<file path="src/rtl/io_loader.sv">
`timescale 1ns/1ps
`default_nettype none
// ============================================================================
// Module   : io_loader
// Purpose  : Host loader/monitor between the chip pads and the processor's
//            instruction and data memories. While run is low the host owns
//            both memories through a four-phase strobe/ack handshake. While
//            run is high the processor owns them.
// Revision : 1.0 - initial release
// ----------------------------------------------------------------------------
// Ports
//   clk, reset (async, active-low)
//   pad_start         async, 1 = processor runs (synchronised onto run)
//   pad_strobe        async host request, four-phase
//   pad_wr_rdb, pad_addr_memb, pad_instr_datab, pad_data_in
//                     operation select / write data, captured on accept
//   pad_data_out      registered read-back value
//   pad_ack           handshake acknowledge
//   pad_done          registered hlt & run
//   run               synchronised pad_start, to the processor
//   hlt               processor halted
//   uP_*              processor side memory requests / instruction feed
//   dataw_en, data_mem_addr, data_write_data, data_read_data
//                     data memory port (1-cycle synchronous read)
//   instrw_en, instr_mem_addr, instr_write_data, instr
//                     instruction memory port (1-cycle synchronous read)
// ============================================================================
module io_loader #(
   parameter int                DATA_W      = 16,
   parameter int                IADDR_W     = 13,
   parameter int                DADDR_W     = 8,
   parameter int                SYNC_STAGES = 2,
   parameter logic [DATA_W-1:0] NOP_INSTR   = 16'h2004
) (
   input  logic               clk,
   input  logic               reset,
   input  logic               pad_start,
   input  logic               pad_strobe,
   input  logic               pad_wr_rdb,
   input  logic               pad_addr_memb,
   input  logic               pad_instr_datab,
   input  logic [DATA_W-1:0]  pad_data_in,
   output logic [DATA_W-1:0]  pad_data_out,
   output logic               pad_ack,
   output logic               pad_done,
   output logic               run,
   input  logic               hlt,
   input  logic [IADDR_W-1:0] uP_instr_mem_addr,
   output logic [DATA_W-1:0]  uP_instr,
   input  logic [DADDR_W-1:0] uP_data_mem_addr,
   input  logic [DATA_W-1:0]  uP_write_data,
   input  logic               uP_dataw_en,
   output logic               dataw_en,
   output logic [DADDR_W-1:0] data_mem_addr,
   output logic [DATA_W-1:0]  data_write_data,
   input  logic [DATA_W-1:0]  data_read_data,
   output logic               instrw_en,
   output logic [IADDR_W-1:0] instr_mem_addr,
   output logic [DATA_W-1:0]  instr_write_data,
   input  logic [DATA_W-1:0]  instr
);

   typedef enum logic [1:0] {
      IDLE = 2'd0,
      EXEC = 2'd1,
      WAIT = 2'd2,
      ACK  = 2'd3
   } state_t;

   state_t state, state_nxt;

   logic [SYNC_STAGES-1:0] start_sync;
   logic [SYNC_STAGES-1:0] strobe_sync;
   logic                   stb_s;
   logic                   stb_s_d;
   logic                   stb_rise;

   logic                   op_wr;
   logic                   op_addr;
   logic                   op_instr;
   logic [DATA_W-1:0]      cap_data;

   logic [DADDR_W-1:0]     dload_addr;
   logic [IADDR_W-1:0]     iload_addr;
   logic [DATA_W-1:0]      daddr_ext;
   logic [DATA_W-1:0]      iaddr_ext;

   logic                   capture;
   logic                   in_exec;
   logic                   in_wait;
   logic                   ld_dwe;
   logic                   ld_iwe;
   logic                   d_load;
   logic                   i_load;
   logic                   d_inc;
   logic                   i_inc;
   logic                   addr_rd;
   logic                   mem_rd;

   // ---------------------------------------------------------------------
   // Pad synchronisers and strobe edge detect
   // ---------------------------------------------------------------------
   always_ff @(posedge clk or negedge reset) begin
      if (!reset) begin
         start_sync  <= '0;
         strobe_sync <= '0;
         stb_s_d     <= 1'b0;
      end else begin
         start_sync  <= {start_sync[SYNC_STAGES-2:0], pad_start};
         strobe_sync <= {strobe_sync[SYNC_STAGES-2:0], pad_strobe};
         stb_s_d     <= stb_s;
      end
   end

   assign run      = start_sync[SYNC_STAGES-1];
   assign stb_s    = strobe_sync[SYNC_STAGES-1];
   assign stb_rise = stb_s & ~stb_s_d;

   // ---------------------------------------------------------------------
   // Handshake FSM
   // ---------------------------------------------------------------------
   always_ff @(posedge clk or negedge reset) begin
      if (!reset) begin
         state <= IDLE;
      end else begin
         state <= state_nxt;
      end
   end

   always_comb begin
      state_nxt = state;
      case (state)
         IDLE:    if (stb_rise) state_nxt = EXEC;
         EXEC:    state_nxt = WAIT;
         WAIT:    state_nxt = ACK;
         ACK:     if (!stb_s) state_nxt = IDLE;
         default: state_nxt = IDLE;
      endcase
      // The processor taking over aborts any transfer in flight.
      if (run) state_nxt = IDLE;
   end

   assign pad_ack = (state == ACK);

   // ---------------------------------------------------------------------
   // Operation decode. Every loader action is qualified with !run so that
   // a transfer aborted by run rising neither writes nor advances addresses.
   // ---------------------------------------------------------------------
   assign capture = (state == IDLE) & stb_rise & ~run;
   assign in_exec = (state == EXEC) & ~run;
   assign in_wait = (state == WAIT) & ~run;

   assign ld_dwe  = in_exec &  op_wr & ~op_addr & ~op_instr;
   assign ld_iwe  = in_exec &  op_wr & ~op_addr &  op_instr;
   assign d_load  = in_exec &  op_wr &  op_addr & ~op_instr;
   assign i_load  = in_exec &  op_wr &  op_addr &  op_instr;
   assign addr_rd = in_exec & ~op_wr &  op_addr;
   assign mem_rd  = in_wait & ~op_wr & ~op_addr;

   // Writes advance after EXEC, memory reads after the data is captured.
   assign d_inc   = ld_dwe | (mem_rd & ~op_instr);
   assign i_inc   = ld_iwe | (mem_rd &  op_instr);

   always_ff @(posedge clk or negedge reset) begin
      if (!reset) begin
         op_wr    <= 1'b0;
         op_addr  <= 1'b0;
         op_instr <= 1'b0;
         cap_data <= '0;
      end else if (capture) begin
         op_wr    <= pad_wr_rdb;
         op_addr  <= pad_addr_memb;
         op_instr <= pad_instr_datab;
         cap_data <= pad_data_in;
      end
   end

   // ---------------------------------------------------------------------
   // Load address registers (hold their value across run periods)
   // ---------------------------------------------------------------------
   always_ff @(posedge clk or negedge reset) begin
      if (!reset) begin
         dload_addr <= '0;
         iload_addr <= '0;
      end else begin
         if (d_load) begin
            dload_addr <= cap_data[DADDR_W-1:0];
         end else if (d_inc) begin
            dload_addr <= dload_addr + DADDR_W'(1);
         end
         if (i_load) begin
            iload_addr <= cap_data[IADDR_W-1:0];
         end else if (i_inc) begin
            iload_addr <= iload_addr + IADDR_W'(1);
         end
      end
   end

   always_comb begin
      daddr_ext                = '0;
      daddr_ext[DADDR_W-1:0]   = dload_addr;
      iaddr_ext                = '0;
      iaddr_ext[IADDR_W-1:0]   = iload_addr;
   end

   // ---------------------------------------------------------------------
   // Read-back register and halt flag
   // ---------------------------------------------------------------------
   always_ff @(posedge clk or negedge reset) begin
      if (!reset) begin
         pad_data_out <= '0;
         pad_done     <= 1'b0;
      end else begin
         pad_done <= hlt & run;
         if (addr_rd) begin
            pad_data_out <= op_instr ? iaddr_ext : daddr_ext;
         end else if (mem_rd) begin
            pad_data_out <= op_instr ? instr : data_read_data;
         end
      end
   end

   // ---------------------------------------------------------------------
   // Memory port ownership
   // ---------------------------------------------------------------------
   always_comb begin
      dataw_en         = ld_dwe;
      data_mem_addr    = dload_addr;
      data_write_data  = cap_data;
      instrw_en        = ld_iwe;
      instr_mem_addr   = iload_addr;
      instr_write_data = cap_data;
      uP_instr         = NOP_INSTR;
      if (run) begin
         dataw_en        = uP_dataw_en;
         data_mem_addr   = uP_data_mem_addr;
         data_write_data = uP_write_data;
         instrw_en       = 1'b0;
         instr_mem_addr  = uP_instr_mem_addr;
         uP_instr        = instr;
      end
   end

endmodule
`default_nettype wire

</file>
<file path="config.mk">
export PLATFORM = sky130hd
export DESIGN_NAME = io_loader
export DESIGN_NICKNAME = d
export VERILOG_FILES = /design/src/rtl/io_loader.sv
export SDC_FILE = /design/constraint.sdc
export NUM_CORES = 1
export LEC_CHECK = 0
export CORE_UTILIZATION = 42
export CTS_CLUSTER_SIZE = 14
export DETAILED_ROUTE_END_ITERATION = 8
export PLACE_DENSITY_LB_ADDON = 0.05
export SYNTH_ARGS = -nofsm -noshare
export SYNTH_HDL_FRONTEND = slang
export SYNTH_SLANG_ARGS = --single-unit
</file>
<file path="constraint.sdc">
create_clock -name clk -period 2.7 [get_ports clk]
set_clock_uncertainty 0.05 [all_clocks]
set_input_delay 0.54 -clock clk [delete_from_list [all_inputs] [get_ports clk]]
set_output_delay 0.54 -clock clk [all_outputs]
set_load 0.01 [all_outputs]
</file>
* Word level (Yosys, flattened, before mapping)
Index checks and enable logic that the tools add are counted.
** Storage, ports and cells
- Flip-flop bits (word level) :: 64
- Output and inout bits :: 90
** Operators by class
- $add $sub $neg :: 2
- Equal/unequal tests :: 5
- Multiplexer cells :: 18
- Bitwise logic cells :: 26
- Reductions and logical operators :: 5
** Operators with widths (number)
- $mux 16 :: 5
- $mux 13 :: 4
- $mux 8 :: 3
- $and 1x1->1 :: 19
- $add 13x1->13 const B :: 1
- $add 8x1->8 const B :: 1
- $pmux 2 s4 :: 1
- $mux 2 :: 3
- $ne 3x3->1 const B :: 2
- $reduce_bool 2->1 :: 3
- $not 1->1 :: 5
- $eq 2x2->1 const B :: 2
- $eq 2x1->1 const B :: 1
- $logic_not 2->1 :: 1
- $mux 1 :: 2
- $or 1x1->1 :: 2
- $reduce_and 2->1 :: 1

* Depth between registers and ports, before layout
- Word-level depth :: 8
- Mapped depth :: 8
- Mapped depth without buffers :: 6

* Worst setup path before layout
OpenSTA, ideal clock, no wires.
- Path type :: reg-to-output
- Start :: reg start_sync[1]
- End :: out data_mem_addr[0]
- Arrival :: 1545 ps
- Required time :: 2110 ps
- Path slack :: 565 ps
- Stages on the path, launching flop included :: 5
- Path buffers :: 3
- Cells stage by stage :: dfrtp_1 -> buf_2 -> buf_2 -> buf_1 -> mux2_2
** On the way
- Word-level cells in the longest chain between the ends :: 1
** Ends and longest elaborated chain
- start: declaration :: line 72 : logic [SYNC_STAGES-1:0] start_sync;
- start signal: assignment :: line 109 : start_sync <= {start_sync[SYNC_STAGES-2:0], pad_start};
- $mux 8 :: line 234 : if (run) begin
- end: declaration :: line 54 : output logic [DADDR_W-1:0] data_mem_addr,
Every way passes these cells.

* Worst setup path in the final report
- Start :: reg start_sync[1]
- End :: out instrw_en
** On the way
- Word-level cells in the longest chain between the ends :: 6
** Ends and longest elaborated chain
- $not 1->1 :: line 150 : assign in_exec = (state == EXEC) & ~run;
- $and 1x1->1 :: line 150
- $and 1x1->1 (3 in series) :: line 154 : assign ld_iwe = in_exec & op_wr & ~op_addr & op_instr;
- $mux 1 (*) :: line 234
- end: declaration :: line 57 : output logic instrw_en,
Mark *: on every way between the ends. The rest lies on a longest branch, timed or not.

==> results.cfg <==
[yosys]
ys.flop_type = dfrtp_1
ys_ff_latch = 64
yosys.area.top_type = dfrtp_1
syn_inst = 365
yosys.area.top_type_share_pct = 40.9
syn-num-nets = 466
syn-cell-area_sq_um = 3910
post_synth.cell_area_avg_sq_um = 10.7
synthTopCellsByArea = dfrtp_1 (41%), mux2_2 (18%), mux4_2 (4.6%)
synth-async-reset-ratio_pct = 100
ys.warnings.count = 0
yosysSeqAreaShare_pct = 40.9
synth-edff-count = 0
synthDistinctLibCells = 52

[sta]
maxSlewHeadroom_pct = 49.0
tightest_slew_ns = 0.764
finalHoldViolCount = 0
fmax_ghz = 0.388
finalWorstSetupSlack_ns = 0.125
setup-tns-final_ns = 0
period_needed_ns = 2.58
fin_hold_ws_ns = 0.220
final_max_slew_viol_count = 0
rsz0062_at_grt = false
finalSetupViolations = 0
fin_crit_sh_pct = 95.4

[power]
sw_frac_of_total_pct = 35.2
p_int_w = 0.00323
p_leak_nw = 2.45
pwr-share-seq_pct = 35.1
p_clk_share_pct = 17.8
power_switching_w = 0.00175
combinationalPowerShare_pct = 47.2
power.density_nw_per_um2 = 811
vdd_drop_max_v = 0.000485

[setup_path]
regToRegStartpoint = state[0]
path_cells = nand3b_1, nor3b_1, clkdlybuf4s50_1
required_ns = 2.11
timing.rr.end = iload_addr[3]
path_delay_family = flip-flops
start_kind = flop
cp_data_arrival_time_ns = 1.99
crit_buf_inv = 1
path_class = reg -> out
timing.reg2reg.setup_slack_ns = 0.30
slowest_stage = dfrtp_4
end_kind = output pin
critPathMaxStageDelay_ns = 0.58
crit_fanout = 13
worstRegToRegCells = 7

[cts]
clockBufferDepth = 2
cts.sinks = 64
cts_hold_buf = 0
htree_levels = 3
post_cts_resized = 0
cts.clk_slew.worst_paths_ns = 0.07
post_cts_buffers = 0
cts_root_buf = clkbuf_8
cts_buffers = 9
clk_latency_ns = 0.34
cts_tree = done

[drt]
wl_um = 11900
wl_per_cell_um = 17.9
vias = 3772
drtAntennaViolNets = 0
routed.top_layer = met4
first_pass_iters = 9
initialDrtViolationCount = 221
drt-met1-wl_um = 5180
met2_length_um = 5460
wl_met3_um = 1110
drc = 17
via_per_inst = 5.69

[global_route]
grt_pass1_wl_um = 19200
grt_pass1_vias = 3726
grt_max_degree = 36
grt_overflow = 0
track_usage_pct = 25.2
antenna_found_initial = 0

[floorplanning]
dieHeight_um = 98.5
row_count = 34
die_w_um = 98.5
initial_core_util_pct = 44.2
ios = 184
die_area_sq_um = 9710
core_area_sq_um = 8850

[place]
dp_slack_ns = 0.360
place.port_buffers = 183
routabilityCongestion = 0.831
dp_hpwl_um = 9040

[finish]
antenna_cells = 0
final_cell_mix = clkdlybuf4s50_1 (181), dfrtp_1 (63), mux2_2 (62)
syn_to_final_growth_pct = 57.2
final_nets = 651
drive_above_1_share_pct = 21.6
final_common_cell = clkdlybuf4s50_1

[run]
cap_viol_max_count = 0

[status]
failed_checks = design-rule violations
status = complete, but fails checks

[hold_path]
hold_path_class = in -> async
==> cell families after synthesis <==
family                     after synthesis  synth area share, %
AOI/OAI and AO/OA                       94                 16.9
buffers and inverters                   31                 3.77
DFF                                     64                 40.9
and+or+nand+nor                         95                 12.7
muxes                                   74                 23.5
adders and majority gates                7                 2.24
==> metrics by stage <==
| stage | power, W | utilization, % | std cells | instance area (sq um) |
|---|---|---|---|---|
| after floorplan | 0.00286 | - | 365 | 3910 |
| after detailed placement | 0.00411 | 67.0 | 647 | 5930 |
| final | 0.00499 | 69.5 | 663 | 6150 |
| after CTS | 0.00502 | 69.4 | 663 | 6140 |
| after global routing | 0.00531 | 69.5 | 663 | 6150 |
| after global placement | 0.00406 | 67.0 | 647 | 5930 |
==> power by group through the flow <==
stage               registers [W]  clock network [W]  logic [W]
floorplan                 0.00169                  0    0.00116
global placement          0.00175                  0    0.00231
detailed placement        0.00176                  0    0.00235
CTS                       0.00174           0.000907    0.00237
global route              0.00181           0.000958    0.00254
finish                    0.00175           0.000885    0.00235
==> Yosys cell counts, drive strengths merged (2+ instances only) <==
| cell | n |
|---|---|
| clkbuf | 13 |
| mux2i | 4 |
| or3 | 2 |
| and3 | 2 |
| o22ai | 7 |
| nand4 | 2 |
| nand3 | 13 |
| nor3 | 6 |
| o21bai | 2 |
| buf | 11 |
| inv | 7 |
| nand2b | 5 |
| o21ai | 28 |
| nor2 | 13 |
| nor3b | 2 |
| o41ai | 2 |
| a2bb2oi | 2 |
| and4 | 2 |
| a22o | 4 |
| mux4 | 8 |
| nand2 | 24 |
| a22oi | 2 |
| a221oi | 6 |
| o32ai | 3 |
| a211o | 2 |
| a211oi | 4 |
| dfrtp | 64 |
| a21oi | 25 |
| and2 | 18 |
| mux2 | 62 |
| ha | 7 |
==> cell type report <==
cell class | instances | area, sq um
clock buffers | 14 | 183
clock inverters | 2 | 35.0
fillers | 706 | 2700
inverters | 7 | 26.3
multi-input cells | 270 | 2180
flip-flops and latches | 64 | 1610
well taps | 108 | 135
repair buffers | 198 | 1990
==> sequential cells by signal (all words and copies together), names as in the netlist <==
| register | cells |
|---|---|
| state | 2 |
| op_addr | 1 |
| instr_write_data | 16 |
| pad_data_out | 16 |
| stb_s_d | 1 |
| op_wr | 1 |
| iload_addr | 13 |
| op_instr | 1 |
| strobe_sync | 2 |
| start_sync | 2 |
| dload_addr | 8 |
| pad_done | 1 |
==> routing by layer <==
metal	GRT usage [%]	vias up
met2	39.5	207
met5	0	-
met3	6.67	11
met1	34.7	1819
met4	6.54	0
li1	-	1735
==> worst register-to-register path: stages, from the launching register on <==
cell      delay [ns]
dfrtp_1         0.42
inv_1           0.12
ha_1            0.20
or3b_1          0.49
a211oi_4        0.59
buf_4           0.27
a21oi_1         0.08
a21oi_1         0.11
==> worst max path at each step <==
stage / from / endpoint / slack, ns / cells past startpoint
global placement: uP_data_mem_addr[6] / data_mem_addr[6] / 0.40 / 3
detailed placement: state[0] / iload_addr[3] / 0.36 / 7
floorplan: start_sync[1] / data_mem_addr[0] / 0.56 / 4
finish: start_sync[1] / instrw_en / 0.12 / 3
global route: start_sync[1] / data_write_data[0] / 0.06 / 3
CTS: state[1] / dataw_en / 0.03 / 5
(Power assumes the default switching activity.)
